<file path="src/rtl/tm_pkg.sv">
// Shared types and widths for the tape loader slice: loader state encoding
// plus the nibble and display bus widths.
package tm_pkg;
  localparam int NIBBLE_W  = 4;
  localparam int DISPLAY_W = 11;

  typedef enum logic [2:0] {
    IDLE,
    SETUP,
    PULSE,
    GAP,
    DONE,
    WAIT
  } tmState_e;
endpackage

</file>
<file path="src/rtl/tm_tape_loader_if.sv">
// Bus bundle between a host and the tape loader.
// slave is the loader side; master is the host/machine side.
interface tm_tape_loader_if;
  import tm_pkg::*;

  logic                 wr_en;
  logic [NIBBLE_W-1:0]  wr_data;
  logic                 start;
  logic                 full;
  logic                 busy;
  logic [NIBBLE_W-1:0]  input_data;
  logic                 Next;
  logic                 Done;
  logic                 compute_done;
  logic [DISPLAY_W-1:0] display_in;
  logic [DISPLAY_W-1:0] result;
  logic                 result_valid;
  logic                 timeout;

  modport slave (
    input  wr_en, wr_data, start, compute_done, display_in,
    output full, busy, input_data, Next, Done, result, result_valid, timeout
  );

  modport master (
    output wr_en, wr_data, start, compute_done, display_in,
    input  full, busy, input_data, Next, Done, result, result_valid, timeout
  );
endinterface

</file>
<file path="src/rtl/Synchronizer.sv">
// Two-flop synchronizer for bringing asynchronous signals into the clock domain.
module Synchronizer #(
  parameter int WIDTH = 1
) (
  input  logic             clock,
  input  logic             reset,
  input  logic [WIDTH-1:0] i_async,
  output logic [WIDTH-1:0] o_sync
);
  logic [WIDTH-1:0] r_meta;
  logic [WIDTH-1:0] r_sync;

  always_ff @(posedge clock or posedge reset) begin
    if (reset) begin
      r_meta <= '0;
      r_sync <= '0;
    end else begin
      r_meta <= i_async;
      r_sync <= r_meta;
    end
  end

  assign o_sync = r_sync;
endmodule

</file>
<file path="src/rtl/tm_nibble_fifo.sv">
// DEPTH x 4 nibble FIFO. Full and empty are derived from an explicit count;
// a push while full is dropped, and a pop while empty is ignored.
module tm_nibble_fifo
  import tm_pkg::*;
#(
  parameter int DEPTH = 16
) (
  input  logic                     clock,
  input  logic                     reset,
  input  logic                     i_push,
  input  logic [NIBBLE_W-1:0]      i_pushData,
  input  logic                     i_pop,
  output logic [NIBBLE_W-1:0]      o_head,
  output logic                     o_full,
  output logic                     o_empty,
  output logic [$clog2(DEPTH):0]   o_count
);
  localparam int AW = $clog2(DEPTH);

  logic [NIBBLE_W-1:0] r_mem [DEPTH];
  logic [AW-1:0]       r_wrPtr;
  logic [AW-1:0]       r_rdPtr;
  logic [AW:0]         r_count;
  logic                w_doPush;
  logic                w_doPop;

  assign o_full   = (r_count == (AW+1)'(DEPTH));
  assign o_empty  = (r_count == '0);
  assign w_doPush = i_push && !o_full;
  assign w_doPop  = i_pop && !o_empty;
  assign o_head   = r_mem[r_rdPtr];
  assign o_count  = r_count;

  always_ff @(posedge clock) begin
    if (w_doPush) r_mem[r_wrPtr] <= i_pushData;
  end

  // Pointers wrap naturally because DEPTH is a power of two.
  always_ff @(posedge clock or posedge reset) begin
    if (reset) begin
      r_wrPtr <= '0;
      r_rdPtr <= '0;
      r_count <= '0;
    end else begin
      if (w_doPush) r_wrPtr <= r_wrPtr + 1'b1;
      if (w_doPop)  r_rdPtr <= r_rdPtr + 1'b1;
      case ({w_doPush, w_doPop})
        2'b10:   r_count <= r_count + 1'b1;
        2'b01:   r_count <= r_count - 1'b1;
        default: r_count <= r_count;
      endcase
    end
  end
endmodule

</file>
<file path="src/rtl/tm_tape_loader.sv">
// Streams queued tape nibbles to the machine with Next/Done strobes held HOLD
// cycles each, then waits for the machine's completion and captures its display.
module tm_tape_loader
  import tm_pkg::*;
#(
  parameter int DEPTH   = 16,
  parameter int HOLD    = 4,
  parameter int TIMEOUT = 4096
) (
  input  logic             clock,
  input  logic             reset,
  tm_tape_loader_if.slave  bus
);
  localparam int HCW = $clog2(HOLD);
  localparam int TCW = $clog2(TIMEOUT);
  localparam int CW  = $clog2(DEPTH) + 1;

  tmState_e             r_state;
  logic [HCW-1:0]       r_holdCnt;
  logic [TCW-1:0]       r_waitCnt;
  logic [NIBBLE_W-1:0]  r_data;
  logic                 r_busy;
  logic                 r_next;
  logic                 r_done;
  logic [DISPLAY_W-1:0] r_result;
  logic                 r_resultValid;
  logic                 r_timeout;

  logic                 w_pop;
  logic                 w_full;
  logic                 w_empty;
  logic                 w_haveData;
  logic                 w_lastHold;
  logic                 w_cdSync;
  logic [NIBBLE_W-1:0]  w_head;
  logic [CW-1:0]        w_count;
  logic [DISPLAY_W-1:0] w_dispSync;

  tm_nibble_fifo #(.DEPTH(DEPTH)) u_fifo (
    .clock      (clock),
    .reset      (reset),
    .i_push     (bus.wr_en),
    .i_pushData (bus.wr_data),
    .i_pop      (w_pop),
    .o_head     (w_head),
    .o_full     (w_full),
    .o_empty    (w_empty),
    .o_count    (w_count)
  );

  Synchronizer #(.WIDTH(1)) u_syncDone (
    .clock   (clock),
    .reset   (reset),
    .i_async (bus.compute_done),
    .o_sync  (w_cdSync)
  );

  Synchronizer #(.WIDTH(DISPLAY_W)) u_syncDisplay (
    .clock   (clock),
    .reset   (reset),
    .i_async (bus.display_in),
    .o_sync  (w_dispSync)
  );

  assign w_lastHold = (r_holdCnt == '0);
  assign w_haveData = (w_count != '0);
  assign w_pop      = (r_state == PULSE) && w_lastHold && !w_empty;

  // input_data is loaded only on SETUP entry (or cleared on DONE entry), so it
  // can never move while Next is high.
  always_ff @(posedge clock or posedge reset) begin
    if (reset) begin
      r_state       <= IDLE;
      r_holdCnt     <= '0;
      r_waitCnt     <= '0;
      r_data        <= '0;
      r_busy        <= 1'b0;
      r_next        <= 1'b0;
      r_done        <= 1'b0;
      r_result      <= '0;
      r_resultValid <= 1'b0;
      r_timeout     <= 1'b0;
    end else begin
      r_resultValid <= 1'b0;
      r_timeout     <= 1'b0;
      case (r_state)
        IDLE: begin
          if (bus.start) begin
            r_busy    <= 1'b1;
            r_holdCnt <= HCW'(HOLD - 1);
            if (w_haveData) begin
              r_state <= SETUP;
              r_data  <= w_head;
            end else begin
              r_state <= DONE;
              r_data  <= '0;
              r_done  <= 1'b1;
            end
          end
        end
        SETUP: begin
          if (w_lastHold) begin
            r_state   <= PULSE;
            r_next    <= 1'b1;
            r_holdCnt <= HCW'(HOLD - 1);
          end else begin
            r_holdCnt <= r_holdCnt - 1'b1;
          end
        end
        PULSE: begin
          if (w_lastHold) begin
            r_state   <= GAP;
            r_next    <= 1'b0;
            r_holdCnt <= HCW'(HOLD - 1);
          end else begin
            r_holdCnt <= r_holdCnt - 1'b1;
          end
        end
        // Nibbles pushed while streaming are picked up here, so they join this run.
        GAP: begin
          if (w_lastHold) begin
            r_holdCnt <= HCW'(HOLD - 1);
            if (w_haveData) begin
              r_state <= SETUP;
              r_data  <= w_head;
            end else begin
              r_state <= DONE;
              r_data  <= '0;
              r_done  <= 1'b1;
            end
          end else begin
            r_holdCnt <= r_holdCnt - 1'b1;
          end
        end
        DONE: begin
          if (w_lastHold) begin
            r_state   <= WAIT;
            r_done    <= 1'b0;
            r_waitCnt <= '0;
          end else begin
            r_holdCnt <= r_holdCnt - 1'b1;
          end
        end
        WAIT: begin
          if (w_cdSync) begin
            r_result      <= w_dispSync;
            r_resultValid <= 1'b1;
            r_busy        <= 1'b0;
            r_state       <= IDLE;
          end else if (r_waitCnt == TCW'(TIMEOUT - 1)) begin
            r_timeout <= 1'b1;
            r_busy    <= 1'b0;
            r_state   <= IDLE;
          end else begin
            r_waitCnt <= r_waitCnt + 1'b1;
          end
        end
        default: r_state <= IDLE;
      endcase
    end
  end

  assign bus.full         = w_full;
  assign bus.busy         = r_busy;
  assign bus.input_data   = r_data;
  assign bus.Next         = r_next;
  assign bus.Done         = r_done;
  assign bus.result       = r_result;
  assign bus.result_valid = r_resultValid;
  assign bus.timeout      = r_timeout;
endmodule

</file>
<file path="src/flat_wrapper.sv">
// flat-port wrapper written by rule: the top's interface ports become plain ports
module tm_tape_loader_flat import tm_pkg::*;
#(
  parameter int DEPTH   = 16,
  parameter int HOLD    = 4,
  parameter int TIMEOUT = 4096
)
  (clock, reset, bus_wr_en, bus_wr_data, bus_start, bus_compute_done, bus_display_in, bus_full, bus_busy, bus_input_data, bus_Next, bus_Done, bus_result, bus_result_valid, bus_timeout);
  tm_tape_loader_if bus_i ();
  input  logic clock;
  input  logic reset;
  input wire logic [$bits(bus_i.wr_en)-1:0] bus_wr_en;
  input wire logic [$bits(bus_i.wr_data)-1:0] bus_wr_data;
  input wire logic [$bits(bus_i.start)-1:0] bus_start;
  input wire logic [$bits(bus_i.compute_done)-1:0] bus_compute_done;
  input wire logic [$bits(bus_i.display_in)-1:0] bus_display_in;
  output wire logic [$bits(bus_i.full)-1:0] bus_full;
  output wire logic [$bits(bus_i.busy)-1:0] bus_busy;
  output wire logic [$bits(bus_i.input_data)-1:0] bus_input_data;
  output wire logic [$bits(bus_i.Next)-1:0] bus_Next;
  output wire logic [$bits(bus_i.Done)-1:0] bus_Done;
  output wire logic [$bits(bus_i.result)-1:0] bus_result;
  output wire logic [$bits(bus_i.result_valid)-1:0] bus_result_valid;
  output wire logic [$bits(bus_i.timeout)-1:0] bus_timeout;
  assign bus_i.wr_en = bus_wr_en;
  assign bus_i.wr_data = bus_wr_data;
  assign bus_i.start = bus_start;
  assign bus_i.compute_done = bus_compute_done;
  assign bus_i.display_in = bus_display_in;
  assign bus_full = bus_i.full;
  assign bus_busy = bus_i.busy;
  assign bus_input_data = bus_i.input_data;
  assign bus_Next = bus_i.Next;
  assign bus_Done = bus_i.Done;
  assign bus_result = bus_i.result;
  assign bus_result_valid = bus_i.result_valid;
  assign bus_timeout = bus_i.timeout;
  tm_tape_loader #(.DEPTH(DEPTH), .HOLD(HOLD), .TIMEOUT(TIMEOUT)) u_core (.clock(clock), .reset(reset), .bus(bus_i));
endmodule
</file>
<file path="config.mk">
export PLATFORM = sky130hd
export DESIGN_NAME = tm_tape_loader_flat
export DESIGN_NICKNAME = d
export VERILOG_FILES = /design/src/rtl/tm_pkg.sv /design/src/rtl/tm_tape_loader_if.sv /design/src/rtl/Synchronizer.sv /design/src/rtl/tm_nibble_fifo.sv /design/src/rtl/tm_tape_loader.sv /design/src/flat_wrapper.sv
export SDC_FILE = /design/constraint.sdc
export NUM_CORES = 1
export LEC_CHECK = 0
export ABC_AREA = 0
export CAP_MARGIN = 20
export CELL_PAD_IN_SITES_DETAIL_PLACEMENT = 0
export CELL_PAD_IN_SITES_GLOBAL_PLACEMENT = 1
export CORE_AREA = 10 10 130 132
export CTS_CLUSTER_DIAMETER = 200
export DETAILED_ROUTE_END_ITERATION = 10
export DIE_AREA = 0 0 140 142
export PLACE_DENSITY_LB_ADDON = 0.25
export RECOVER_POWER = 50
export SYNTH_ARGS = -nofsm -noshare
export SYNTH_HDL_FRONTEND = slang
export SYNTH_SLANG_ARGS = --single-unit
</file>
<file path="constraint.sdc">
create_clock -name clock -period 9.25 [get_ports clock]
set_input_delay 2.3125 -clock clock [delete_from_list [all_inputs] [get_ports clock]]
set_output_delay 2.3125 -clock clock [all_outputs]
set_load 0.05 [all_outputs]
</file>
### Word level (Yosys, flattened, before mapping)

Memory sizes are Yosys's and may differ from the RTL's.
Index checks and enable logic that the tools add are counted.

* flip-flop bits (word level): 74
* output and inout port bits: 21
* bits of input ports: 20
* memories kept: 1
* logic and storage cells: 108
* RAM bits: 64

Memories
* u_core.u_fifo.r_mem: depth 16, bits a word 4, read ports 1, clocked after memory_dff 0, write ports 1, line tm_nibble_fifo.sv:20 `logic [NIBBLE_W-1:0] r_mem [DEPTH];`

* mux-type cells: 40
* add/sub/neg operators: 6
* equal/unequal tests: 18
* reductions and logical operators: 26

Operators with widths (number)
* 12-bit 2-to-1 mux: 3
* 3-bit 2-to-1 mux: 8
* 12-bit one-hot mux with 2 select lines: 1
* 3-bit one-hot mux with 6 select lines: 1
* 1-bit 2-to-1 mux: 15
* 12-bit by 1-bit adder with 12-bit output (second input constant): 1
* 12-bit == test (second input constant): 1
* 4-bit 2-to-1 mux: 3
* 3-bit AND reduction: 4
* 5-bit one-hot mux with 2 select lines: 1
* 2-bit nonzero test: 5
* 4-bit by 1-bit adder with 4-bit output (second input constant): 2
* 2-bit by 1-bit inequality test with 1-bit output (second input constant): 4
* 2-bit inequality test (second input constant): 4
* 4-bit one-hot mux with 2 select lines: 1
* 4-bit AND reduction: 2
* 3-bit by 2-bit == test with 1-bit output (second input constant): 2
* 3-bit == test (second input constant): 2
* 2-bit 2-to-1 mux: 3
* 2-bit one-hot mux with 3 select lines: 1
* 6-bit AND reduction: 1
* 3-bit nonzero test: 2
* 5-bit by 1-bit adder with 5-bit output (second input constant): 1
* 5-bit == test (second input constant): 1
* other kinds (16): 21

### Logic depth before layout (Yosys ltp)

* depth after elaboration: 6
* depth in mapped cells: 13
* gate-level depth less buffers: 12

### Hierarchy

A second synthesis with hierarchy kept.

* cell total of the unflattened synthesis: 425
* area, all modules: 5765.5 µm²

By module, submodules not included
* tm_nibble_fifo: times used 1, seq. area each 2247.2 µm², area each 3343.2 µm², cells an instance 214
* tm_tape_loader: times used 1, seq. area each 925.9 µm², area each 1814.2 µm², cells an instance 185
* Synchronizer at u_core.u_syncDisplay: times used 1, seq. area each 550.5 µm², area each 554.3 µm², cells an instance 23
* Synchronizer at u_core.u_syncDone: times used 1, seq. area each 50.0 µm², area each 53.8 µm², cells an instance 3

### Least setup slack after synthesis

OpenSTA, ideal clock, no wires.

* kind: input port to flip-flop
* from: in bus_wr_en
* to: reg u_core.u_fifo.r_count[4] (netlist: u_core.u_fifo.o_count[4])
* path buffers: 1
* slack: 4891 ps
* stages on the path: 10
* setup time: 123 ps
* required time: 9127 ps
* data arrival time: 4236 ps
* cells stage by stage: and2_1 -> clkbuf_1 -> inv_1 -> ha_1 -> ha_1 -> nor2b_1 -> o21ai_0 -> a21oi_1 -> or3b_2 -> xnor2_1

* longest elaborated chain between the ends: 3
* elaborated cells on any way between the ends: 5
* classes of those cells: 2 x eq/ne; 1 x mux; 2 x reduce/logical

Ends and longest elaborated chain
* start, declared: line flat_wrapper.sv:12 `input wire logic [$bits(bus_i.wr_en)-1:0] bus_wr_en;`
* 1-bit logical AND (*): line tm_nibble_fifo.sv:29 `assign w_doPush = i_push && !o_full;`
* 2-bit by 1-bit == test with 1-bit output or 2-bit == test (tied branches): line tm_nibble_fifo.sv:47 `case ({w_doPush, w_doPop})`
* 5-bit one-hot mux with 2 select lines or 2-bit nonzero test (tied branches)
* end signal, assigned: line tm_nibble_fifo.sv:48 `2'b10: r_count <= r_count + 1'b1;`
* end signal, assigned: line tm_nibble_fifo.sv:49 `2'b01: r_count <= r_count - 1'b1;`
* end signal, assigned: line tm_nibble_fifo.sv:50 `default: r_count <= r_count;`
* end, declared: line tm_nibble_fifo.sv:23 `logic [AW:0] r_count;`

Mark *: on every way between the ends. The rest lies on a longest branch, timed or not.
A chain may end at the register's enable or synchronous reset.

==> results <==
- The placeable core region is 0.01431 sq mm.
- The vertical extent of the die is 142 um.
- The number of hold violations in the final report is 0.
- The worst hold-check path type is reg -> reg.
- The detail route stage leaves a number of antenna-violating nets equal to 0.
- The flow ran to the end, but the final reports show violations.
- From synthesis to final layout, the design area changed by 20.48%.
- Once routing completed, OpenROAD measured the worst setup slack at 3.339 ns.
- The critical path goes through clkdlybuf4s50_1 -> clkinv_1 -> clkbuf_1.
- The number of distinct library cell variants in the gate-level netlist after synthesis is 50.
- The maximum vdd ir drop is 0.1577 mV.
- Counting tap cells, the placed design contains a total of 628 instances.
- The overall power consumption is 0.002108 W.
- The number of gates given a new drive strength after cts is 0.
- The number of synthesized register bits is 138.
- The design internal power is 0.001389 W.
- The type of element launching the critical path is an input pin.
- Setup repair after global routing left no endpoint under its margin.
- For the pin with the worst max-slew slack, the measured transition is 3.897 ns.
- For this run, design rule violations remaining after detail routing come to 0.
- In this run, post-CTS hold repair placed 0 buffers.
- By startpoint and endpoint, the worst setup path is classified as in -> async.
- After filler insertion, the fill cell instance count of the layout stands at 1253.
- Across the whole layout, storage elements account for 0.003774 sq mm.
- The antenna cell count is 0.
- The clock transition time at the flip-flop clock pins of the worst setup and hold paths is 0.06 ns.
- From left edge to right edge, the die measures 140 um.
- The most used flip-flop cell after synthesis is sky130_fd_sc_hd__dfrtp_1.
- Global routing consumed, over all layers together, 11.75% of the routing resources.
- For this run, the number of Yosys warnings is 0.
- The final core utilization is 47.51%.
- The final clock skew is 0.003736 ns.
- The setup slack at placement is 4.324 ns.
- The clock network accounts for 33.0% of the total power.
- The first detailed-routing pass ran for 4 iterations.
- The tool flagged a number of max-cap violations equal to 1.
- The cell with the largest stage delay on the worst path is sky130_fd_sc_hd__clkbuf_1.
- STA puts the critical path data arrival time at 5.53 ns.
- Timing would allow up to 0.1692 GHz.
- The number of flops mapped to enable cells by yosys is 64.
- Dividing the detail-routed wire length by the instance count gives 16.95 um.
- Summing all multi-input logic gate instances after layout gives 0.001714 sq mm.
- No sink is reached through more buffers than the 2 on the longest clock path.
- Across all layers, the routed design uses 3344 vias.
- The combinational share of power is 26.4%.
- In this run the power spent charging and discharging nets is 0.0007195 W.
- The type of destination of the critical path is an async pin.
- In the final design database the tool counted 495 nets.
- The worst pin sits at a relative slew slack of -159.8%.
- For this design the static power due to leakage is 2.638 nW.
- The number of H-tree branching levels is 4.
- In this run the worst path has a maximum fanout of 74.
- The initial antenna violation count came to 0.
- The delay of the slowest cell on the worst path is 2.72 ns.
- The cell count after synthesis is 420.
- In the synthesized netlist the async set-or-reset flop fraction comes to 53.62%.
- The maximum number of pins on one net before global-route repair is 75.
- The checks that failed: max-capacitance violations, max-slew violations.
- After floorplanning, the core was divided into 44 placement rows.
- The latest clock arrival within the worst-skew pair is 0.42 ns.
- A synthesized cell averages 13.44 sq um.
- Sequential elements use 66.86% of the synthesized area.
- After synthesis the cells add up to 0.005644 sq mm.
- Counting every net in the synthesized netlist gives 452.
- For this design the ratio of total power to cell area is 310.0 mW/mm^2.
- The number of slew-limit violations in the final report came to 75.
- During I/O placement, the number of pins put on the boundary was 41.
- Buffers placed on the I/O ports in this run total 40.
- The minimum period implied by the final worst setup slack is 5.911 ns.
- The initial utilization of the core area, before any placement, comes to 39.43%.
- The congestion estimate from routability-driven global placement came to 0.7532.
- Once layout is complete, the cells apart from fillers number 660.
- The part of the power in registers is 40.6%.
- Cells with a size suffix above 1 make up 10.92% of the layout.
- The overall overflow remaining after global route is 0.
- The final layout contains routed wiring with a total length of 11.19 mm.
- For this block, the initial DRC count from the detailed router was 284.
- The wire length of the first global-routing pass is 18.29 mm.
- STA puts the critical path data required time at 8.87 ns.
- TritonCTS built the clock tree.
- Setup violations remaining at the end of the flow were counted as 0.
- In this run the post-CTS setup repair buffer count came out at 0.
- Clock tree synthesis selected as its root buffer the cell sky130_fd_sc_hd__clkbuf_16.
- In this run, CTS created clock tree buffers numbering 17.
- After legalization and detailed placement, the total HPWL measured 7.672 mm.
- Summed over all failing endpoints, the final setup total negative slack is 0 ns.
- The mean number of vias per cell is 5.067.
- Of the total power, the share spent switching nets is 34.13%.
- The via count of the first global-routing pass is 3475.
- The final critical-path share of the clock period is 63.90%.
- The die covers 0.01988 sq mm.
- The tree built by TritonCTS fans out to 138 sinks.
[layout by cell type (no fill, tap or decap), types with 7 or more instances in the layout]
cell / instances
sky130_fd_sc_hd__clkbuf_16: 17
sky130_fd_sc_hd__dfrtp_1: 74
sky130_fd_sc_hd__ha_1: 11
sky130_fd_sc_hd__xnor2_1: 8
sky130_fd_sc_hd__mux2i_1: 7
sky130_fd_sc_hd__nor3_1: 7
sky130_fd_sc_hd__inv_1: 14
sky130_fd_sc_hd__a21oi_1: 11
sky130_fd_sc_hd__dlygate4sd3_1: 18
sky130_fd_sc_hd__o21ai_0: 23
sky130_fd_sc_hd__nand2_1: 60
sky130_fd_sc_hd__clkdlybuf4s50_1: 22
sky130_fd_sc_hd__nand4_1: 7
sky130_fd_sc_hd__mux4_2: 15
sky130_fd_sc_hd__edfxtp_1: 64
sky130_fd_sc_hd__nor2_1: 29
[critical path: cells and delay by family]
family / cells / cell delay [ns]
buffers and inverters: 3 / 3.16
[kinds of logic (layout without fill, tap and decap cells)]
kind of cell | Yosys count | count (layout) | synth area share (%)
AOI/OAI and AO/OA | 66 | 66 | 7.094
adders and majority gates | 12 | 12 | 2.793
muxes | 25 | 25 | 7.825
and+or+nand+nor | 133 | 133 | 11.02
xor gates and xnor gates | 12 | 12 | 1.862
buffers and inverters | 34 | 90 | 2.549
DFF | 138 | 138 | 66.86
[power groups by stage]
stage	Sequential, W	Clock [W]	Combinational, W
floorplan	0.000936	0	0.000323
global placement	0.000863	0	0.000557
detailed placement	0.000866	0	0.000570
CTS	0.000856	0.000711	0.000571
global route	0.000871	0.000739	0.000615
finish	0.000856	0.000695	0.000557
[final timing paths]
check	from	end	cells past startpoint	slack [ns]
max	reset	u_core.r_waitCnt[2]	3	3.34
min	u_core.u_syncDisplay.r_meta[0]	u_core.u_syncDisplay.o_sync[0]	0	0.35
max reg2reg	u_core.r_state[2]	u_core.u_fifo.o_count[4]	11	5.62
min reg2reg	u_core.u_syncDisplay.r_meta[0]	u_core.u_syncDisplay.o_sync[0]	0	0.35
max in group clock	u_core.u_fifo.o_count[0]	bus_full	4	4.57
min in group asynchronous	reset	u_core.u_syncDisplay.o_sync[7]	3	3.71
[flip-flops by register name, indices dropped and copies added (netlist names)]
register and count:
u_core.u_syncDisplay.o_sync 11, u_core.bus.Next 1, u_core.u_fifo.r_mem 64, u_core.bus.Done 1, u_core.bus.timeout 1, u_core.bus.input_data 4, u_core.u_syncDone.r_meta 1, u_core.u_fifo.o_count 5
u_core.bus.result 11, u_core.u_fifo.r_rdPtr 4, u_core.bus.result_valid 1, u_core.r_holdCnt 2, u_core.r_waitCnt 12, u_core.u_syncDone.o_sync 1, u_core.u_fifo.r_wrPtr 4, u_core.r_state 3
u_core.bus.busy 1, u_core.u_syncDisplay.r_meta 11
[synthesized netlist by cell type (all sizes together), types with 8 or more instances]
cell	count	area [sq um]
dfrtp	74	1852
edfxtp	64	1922
nand2	60	225.2
nor2	29	108.9
o21ai	28	140.1
inv	15	56.30
mux4	15	337.8
clkbuf	14	52.55
a21oi	12	67.57
ha	11	137.6
xnor2	8	70.07
[area by class of cell]
cell class,count,share of cell area (%)
Clock buffer,17,6.256
Clock inverter,15,2.723
Inverter,15,0.8280
Multi-Input combinational cell,248,25.21
Sequential cell,138,55.49
Tap cell,184,3.385
Timing Repair Buffer,43,6.109
[per-layer routing]
metal | track usage [%] | wire length [um] | vias up
met5 | 0 | 0 | -
met4 | 5.380 | 234 | 0
met3 | 3.705 | 476 | 27
met2 | 18.91 | 5441 | 62
met1 | 14.17 | 5033 | 1656
li1 | - | - | 1599
[through the flow]
stage | hold WS (ns) | area (sq um)
3_3_place_gp | 0.3321 | 6210
3_5_place_dp | 0.3347 | 6210
6_report | 0.3463 | 6800
5_1_grt | 0.3538 | 6800
4_1_cts | 0.3473 | 6820
2_1_floorplan | 0.3312 | 5644
Power figures use the tool's default switching activity.
